### src/rtl/tlul_pkg.sv
// rtl/tlul_pkg.sv - TileLink-UL opcodes, slave FSM states and width defaults
package tlul_pkg;

  localparam int TL_ADDR_W   = 32;
  localparam int TL_DATA_W   = 32;
  localparam int TL_SIZE_W   = 3;
  localparam int TL_OPCODE_W = 3;

  localparam logic [2:0] TL_GET         = 3'h0;
  localparam logic [2:0] TL_PUT_FULL    = 3'h1;
  localparam logic [2:0] TL_PUT_PARTIAL = 3'h2;
  localparam logic [2:0] TL_ACK         = 3'h3;
  localparam logic [2:0] TL_ACK_DATA    = 3'h4;

  typedef enum logic [1:0] {
    IDLE = 2'd0,
    WAIT = 2'd1,
    RESP = 2'd2
  } tl_state_e;

endpackage

### src/rtl/tlul_mem_array.sv
// rtl/tlul_mem_array.sv - DEPTH x DATA_WIDTH byte-enabled RAM, one write and one registered read port
module tlul_mem_array #(
  parameter int DEPTH      = 16,
  parameter int DATA_WIDTH = 32,
  parameter int MASK_WIDTH = DATA_WIDTH / 8,
  parameter int IDX_W      = $clog2(DEPTH)
) (
  input  logic                  clk_24,
  input  logic                  we,
  input  logic [IDX_W-1:0]      waddr,
  input  logic [MASK_WIDTH-1:0] wmask,
  input  logic [DATA_WIDTH-1:0] wdata,
  input  logic                  re,
  input  logic [IDX_W-1:0]      raddr,
  output logic [DATA_WIDTH-1:0] rdata
);

  logic [DATA_WIDTH-1:0] mem_q [DEPTH];
  logic [DATA_WIDTH-1:0] rdata_q;
  logic [DATA_WIDTH-1:0] rdata_d;

  // Read data only moves on a read strobe, so it stays put for the whole response
  always_comb begin
    rdata_d = rdata_q;
    if (re) rdata_d = mem_q[raddr];
  end

  // Byte-lane writes and read-data register; contents are deliberately not reset
  always_ff @(posedge clk_24) begin
    if (we) begin
      for (int b = 0; b < MASK_WIDTH; b++) begin
        if (wmask[b]) mem_q[waddr][b*8 +: 8] <= wdata[b*8 +: 8];
      end
    end
    rdata_q <= rdata_d;
  end

  assign rdata = rdata_q;

endmodule

### src/rtl/tlul_mem_slave.sv
// rtl/tlul_mem_slave.sv - TL-UL memory slave; TLUL_MEM_SLAVE_PARTIAL_EN enables PutPartialData
module tlul_mem_slave
  import tlul_pkg::*;
#(
  parameter int                    ADDR_WIDTH   = TL_ADDR_W,
  parameter int                    DATA_WIDTH   = TL_DATA_W,
  parameter int                    MASK_WIDTH   = DATA_WIDTH / 8,
  parameter int                    SIZE_WIDTH   = TL_SIZE_W,
  parameter int                    OPCODE_WIDTH = TL_OPCODE_W,
  parameter int                    DEPTH        = 16,
  parameter logic [ADDR_WIDTH-1:0] BASE_ADDR    = '0,
  parameter int                    LATENCY      = 1
) (
  input  logic                    clk_24,
  input  logic                    rst_n,
  input  logic                    a_valid,
  output logic                    a_ready,
  input  logic [OPCODE_WIDTH-1:0] a_opcode,
  input  logic [SIZE_WIDTH-1:0]   a_size,
  input  logic [ADDR_WIDTH-1:0]   a_address,
  input  logic [MASK_WIDTH-1:0]   a_mask,
  input  logic [DATA_WIDTH-1:0]   a_data,
  output logic                    d_valid,
  input  logic                    d_ready,
  output logic [OPCODE_WIDTH-1:0] d_opcode,
  output logic [DATA_WIDTH-1:0]   d_data,
  output logic                    d_error
);

  localparam int                    OFF_W    = $clog2(MASK_WIDTH);
  localparam int                    IDX_W    = $clog2(DEPTH);
  localparam logic [ADDR_WIDTH-1:0] SPAN     = ADDR_WIDTH'(DEPTH * MASK_WIDTH);
  localparam logic [3:0]            CNT_INIT = 4'(LATENCY - 1);

  tl_state_e                 state_q, state_d;
  logic [3:0]                cnt_q, cnt_d;
  logic                      a_ready_q, a_ready_d;
  logic [OPCODE_WIDTH-1:0]   d_opcode_q, d_opcode_d;
  logic                      d_error_q, d_error_d;
  logic                      rdata_sel_q, rdata_sel_d;

  logic [ADDR_WIDTH-1:0]     a_off;
  logic                      is_get, is_put_full, is_put_partial;
  logic                      op_ok, range_ok, size_ok, req_err, accept;
  logic                      wr_en, rd_en;
  logic [MASK_WIDTH-1:0]     wr_mask;
  logic [DATA_WIDTH-1:0]     rd_data;

  // Decode and vet the request presented on channel A
  always_comb begin
    a_off          = a_address - BASE_ADDR;
    is_get         = (a_opcode == OPCODE_WIDTH'(TL_GET));
    is_put_full    = (a_opcode == OPCODE_WIDTH'(TL_PUT_FULL));
    is_put_partial = (a_opcode == OPCODE_WIDTH'(TL_PUT_PARTIAL));
`ifdef TLUL_MEM_SLAVE_PARTIAL_EN
    op_ok          = is_get || is_put_full || is_put_partial;
`else
    op_ok          = is_get || is_put_full;
`endif
    // Addresses below the base wrap to a huge offset and fail this compare too
    range_ok       = (a_off < SPAN);
    size_ok        = (a_size <= SIZE_WIDTH'(OFF_W));
    req_err        = !(op_ok && range_ok && size_ok);
    accept         = a_valid && a_ready_q;
    wr_en          = accept && !req_err && (is_put_full || is_put_partial);
    rd_en          = accept && !req_err && is_get;
    wr_mask        = is_put_full ? '1 : a_mask;
  end

  tlul_mem_array #(
    .DEPTH      (DEPTH),
    .DATA_WIDTH (DATA_WIDTH),
    .MASK_WIDTH (MASK_WIDTH),
    .IDX_W      (IDX_W)
  ) u_mem (
    .clk_24 (clk_24),
    .we     (wr_en),
    .waddr  (a_off[OFF_W +: IDX_W]),
    .wmask  (wr_mask),
    .wdata  (a_data),
    .re     (rd_en),
    .raddr  (a_off[OFF_W +: IDX_W]),
    .rdata  (rd_data)
  );

  // Next-state logic: accept in IDLE, count down in WAIT, hold response in RESP
  always_comb begin
    state_d     = state_q;
    cnt_d       = cnt_q;
    d_opcode_d  = d_opcode_q;
    d_error_d   = d_error_q;
    rdata_sel_d = rdata_sel_q;
    case (state_q)
      IDLE: begin
        if (accept) begin
          d_opcode_d  = is_get ? OPCODE_WIDTH'(TL_ACK_DATA) : OPCODE_WIDTH'(TL_ACK);
          d_error_d   = req_err;
          rdata_sel_d = is_get && !req_err;
          cnt_d       = CNT_INIT;
          state_d     = (LATENCY == 1) ? RESP : WAIT;
        end
      end
      WAIT: begin
        if (cnt_q <= 4'd1) begin
          cnt_d   = 4'd0;
          state_d = RESP;
        end else begin
          cnt_d = cnt_q - 4'd1;
        end
      end
      RESP: begin
        if (d_ready) state_d = IDLE;
      end
      default: state_d = IDLE;
    endcase
    // a_ready is registered so it only rises the cycle after the D handshake
    a_ready_d = (state_d == IDLE);
  end

  // State and response registers with synchronous active-low reset
  always_ff @(posedge clk_24) begin
    if (!rst_n) begin
      state_q     <= IDLE;
      cnt_q       <= 4'd0;
      a_ready_q   <= 1'b0;
      d_opcode_q  <= '0;
      d_error_q   <= 1'b0;
      rdata_sel_q <= 1'b0;
    end else begin
      state_q     <= state_d;
      cnt_q       <= cnt_d;
      a_ready_q   <= a_ready_d;
      d_opcode_q  <= d_opcode_d;
      d_error_q   <= d_error_d;
      rdata_sel_q <= rdata_sel_d;
    end
  end

  assign a_ready  = a_ready_q;
  assign d_valid  = (state_q == RESP);
  assign d_opcode = d_opcode_q;
  assign d_error  = d_error_q;
  assign d_data   = rdata_sel_q ? rd_data : '0;

endmodule

### config.mk
export PLATFORM = sky130hd
export DESIGN_NAME = tlul_mem_slave
export DESIGN_NICKNAME = d
export VERILOG_FILES = /design/src/rtl/tlul_pkg.sv /design/src/rtl/tlul_mem_array.sv /design/src/rtl/tlul_mem_slave.sv
export SDC_FILE = /design/constraint.sdc
export NUM_CORES = 1
export LEC_CHECK = 0
export CORE_AREA = 2 2 221 223
export DETAILED_ROUTE_END_ITERATION = 7
export DIE_AREA = 0 0 223 225
export GPL_ROUTABILITY_DRIVEN = 0
export PLACE_DENSITY = 0.74
export SETUP_SLACK_MARGIN = 0.2
export SYNTH_ARGS = -nofsm -noshare
export SYNTH_HDL_FRONTEND = slang
export SYNTH_SLANG_ARGS = --single-unit
export TNS_END_PERCENT = 50
### constraint.sdc
create_clock -name clk_24 -period 7.9 [get_ports clk_24]
set_input_delay 1.185 -clock clk_24 [delete_from_list [all_inputs] [get_ports clk_24]]
set_output_delay 1.185 -clock clk_24 [all_outputs]
set_load 0.005 [all_outputs]
==> out/results.md <==
| Result | This run | Unit |
| --- | --- | --- |
| Fraction of layout instances using a drive strength above 1 | 0.1955 | - |
| Post-synthesis mux area share | 0.1360 | - |
| Post-DP HPWL | 24,870 | um |
| Endpoints failing setup | 0 | - |
| Via count of the first global-routing pass | 10.49k | - |
| Global-route wire length before repair | 63,930 | um |
| Async set-or-reset flop fraction in the synthesized netlist | 0 | - |
| First-pass detailed-route iteration total | 5 | - |
| Die Y-Extent | 225 | um |
| Type of element capturing the critical path | flip-flop | - |
| Synthesized Nets | 1,091 | - |
| Maximum vdd ir drop | 0.1477 | mV |
| Portion of synthesized cell area occupied by the leading cell type | 0.7679 | - |
| Effective utilization at floorplan | 0.4474 | - |
| Sum of overflow across all layers after global routing | 0 | - |
| Combined area of all synthesized cells | 21,270 | sq um |
| Area of the placeable core | 47,550 | sq um |
| Number of distinct library cell variants in the gate-level netlist after synthesis | 39 | - |
| Average wire per standard cell | 23.89 | um |
| Total number of placement rows | 80 | - |
| Fraction of power consumed by sequential logic | 0.534 | - |
| Leading post-synthesis cells by instance count | 544 x edfxtp_1, 128 x mux4_2, 71 x nor2_1 | - |
| Setup_tns | 0 | ns |
| Clock slew at the register clock pins of the worst setup and hold paths | 0.06 | ns |
| Worst Hold Path EP | d_opcode[1]$_SDFFE_PN0P_ | - |
| Total Die Area | 50,180 | sq um |
| H-tree depth reported by CTS | 2 | - |
| Required time of the critical path | 8.08 | ns |
| Area after DPL | 22,910 | sq um |
| Cell Int Power | 4.880 | mW |
| Worst Min Path Start | d_opcode[1]$_SDFFE_PN0P_ | - |
| Period utilisation layout | 0.4786 | - |
| Static Leak | 7.743 | nW |
| Clock Power Share | 0.426 | - |
| Unrepaired setup endpoints after global routing | no | - |
| Signed area change from the synthesized netlist to the final layout | 16.13 | % |
| Root Buffer | clkbuf_16 | - |
| DRT iter0 DRCs | 939 | - |
| Switching share of total power | 0.1953 | - |
| Global-route total usage across every layer | 0.1710 | - |
| Via total after detailed routing | 10.13k | - |
| Clock latency reported for the late side of the worst-skew pair | 0.57 | ns |
| Synth Area in XOR/XNOR | 0.0004117 | - |
| Main combinational cell family by area after synthesis | multiplexers | - |
| Worst reg-to-reg setup slack | 4.99 | ns |
| Number of inserted diodes | 0 | - |
| Nets | 1,202 | - |
| Max capacitance violation total | 0 | - |
| Total routed wirelength | 42,550 | um |
| Design Area, Final | 24,710 | sq um |
| Most repeated cell in the gate-level netlist after synthesis | edfxtp_1 | - |
| Synth Area in Simple Gates | 0.04099 | - |
| Avg Inst Size Synth | 21.04 | sq um |
| TritonCTS clock tree | yes | - |
| Cell depth of the worst hold path | 2 | - |
| Buffer count from post-CTS setup fixing | 0 | - |
| Synth area leaders | edfxtp_1 77%, mux4_2 14%, a22oi_1 2.3% | - |
| Slew of the pin with the lowest slew margin | 1.092 | ns |
| Die width | 223 | um |
| Maximum number of pins on one net before global-route repair | 77 | - |
| Remaining number of nets flagged by the antenna check after routing | 0 | - |
| Max clock buf depth | 3 | - |
| Number of cells upsized or downsized after cts | 0 | - |
| Worst Setup Path Type | input pin to flip-flop | - |
| Average vias per placed instance | 5.688 | - |
| Portion of total power attributed to combinational logic | 0.040 | - |
| R2R cell count | 4 | - |
| PortBufs | 109 | - |
| Cell accounting for the most synthesized area | edfxtp_1 | - |
| Worst hold-check path type | flip-flop to flip-flop | - |
| Area share of fa/ha/maj cells after synthesis | 0.001176 | - |
| Count of endpoints failing hold in the final timing report | 0 | - |
| Flip-flop and latch count after synthesis | 555 | - |
| Reg-to-reg critical path startpoint | a_ready$_SDFF_PN0_ | - |
| CP Max Fanout | 16 | - |
| EDFF count, synth | 544 | - |
| Antenna violations before repair | 1 | - |
| Number of clock buffers inserted by TritonCTS | 54 | - |
| Share of the yosys chip area belonging to registers | 0.7782 | - |
| Areal power density over the cells | 245.5 | nW/um^2 |
| Clock Skew | 0.006956 | ns |
| Worst slew margin relative to its limit | 0.2723 | - |
| Warnings, synthesis | 0 | - |
| Status | completed | - |
| WP data arrival | 3.96 | ns |
| Number of sinks on the clock net | 555 | - |
| Worst setup SP type | input pin | - |
| Most common flop cell mapped by yosys | edfxtp_1 | - |
| Max-slew violation count | 0 | - |
| Peak Freq | 0.2645 | GHz |
| Min Tclk post-route | 3.781 | ns |
| Number of hold buffers added after cts | 0 | - |
| Compound-Gate Fraction of Synth Area | 0.02752 | - |
| Terminus of the critical flop-to-flop path | u_mem.mem_q[3][23]$_DFFE_PP_ | - |
| IO Count | 116 | - |
| Total net switching power | 1.184 | mW |
| Number of DRC violations after detailed routing | 0 | - |
| Synthesized instance count | 1,011 | - |
==> cell families after synthesis <==
logic type / Yosys count
flip-flops: 555
AND/OR/NAND/NOR: 179
multiplexers: 129
AO/OA/AOI/OAI: 80
buffers and inverters: 65
adder cells (fa/ha/maj): 2
XOR/XNOR: 1
==> state kept, by name, summed over array words and instances, names as in the netlist <==
name	flops
a_ready	1
cnt_q	4
d_error	1
d_opcode	2
rdata_sel_q	1
state_q	2
u_mem.mem_q	512
u_mem.rdata	32
==> power by group through the flow <==
stage	Clock (mW)	Sequential, mW	Combinational [mW]
floorplan	0	3.30	0.134
global placement	0	3.30	0.238
detailed placement	0	3.30	0.244
CTS	2.62	3.24	0.246
global route	2.74	3.23	0.263
finish	2.59	3.24	0.243
==> through the flow <==
step	util	setup slack (ns)	hold WS, ns	power (mW)	instances
after detailed placement	0.4818	3.565	0.5222	3.543	1681
after CTS	0.5196	4.152	0.5308	6.105	1781
after global placement	0.4818	3.704	0.5015	3.537	1681
after global routing	0.5196	3.984	0.5630	6.233	1781
after floorplan	-	3.340	0.4843	3.433	1011
final	0.5196	4.119	0.5242	6.064	1781
==> cell type report <==
class	instances	area (sq um)
Tap cell	615	769.5
Inverter	2	7.507
Sequential cell	555	16560
Timing Repair Buffer	118	1160
Fill cell	3555	22840
Clock buffer	64	1453
Clock inverter	36	347.8
Multi-Input combinational cell	391	4413
==> cell usage in the layout, fill, tap and decap left out, types with 11 or more instances in the layout <==
master,count
clkbuf_16,57
edfxtp_1,544
nand2_1,41
dfxtp_1,11
clkinv_2,11
clkdlybuf4s50_1,107
nor2_1,70
a22oi_1,64
clkinv_1,15
and2_1,37
mux4_2,128
==> metal layers <==
| layer | vias to the layer above | wire (um) | global-route usage |
|---|---|---|---|
| li1 | 4403 | - | - |
| met1 | 5263 | 17450 | 0.2266 |
| met2 | 389 | 21360 | 0.2894 |
| met3 | 74 | 2854 | 0.03416 |
| met4 | 2 | 866 | 0.04979 |
| met5 | - | 16 | 0 |
==> worst max-delay path, stage by stage <==
cell	delay [ns]
clkdlybuf4s50_1	0.57
a211oi_1	0.26
and4_1	0.47
nand4_2	0.54
nor2_1	0.93
==> worst max path at each step <==
| stage | to | start | cells past startpoint |
|---|---|---|---|
| finish | u_mem.mem_q[3][23]$_DFFE_PP_ | a_opcode[2] | 5 |
| CTS | u_mem.mem_q[8][8]$_DFFE_PP_ | a_address[5] | 5 |
| detailed placement | u_mem.mem_q[8][14]$_DFFE_PP_ | a_address[5] | 5 |
| global route | u_mem.mem_q[0][31]$_DFFE_PP_ | a_address[30] | 5 |
| global placement | u_mem.mem_q[9][7]$_DFFE_PP_ | a_address[5] | 5 |
| floorplan | u_mem.rdata[0]$_DFFE_PP_ | a_address[27] | 5 |
(Power assumes the default switching activity.)
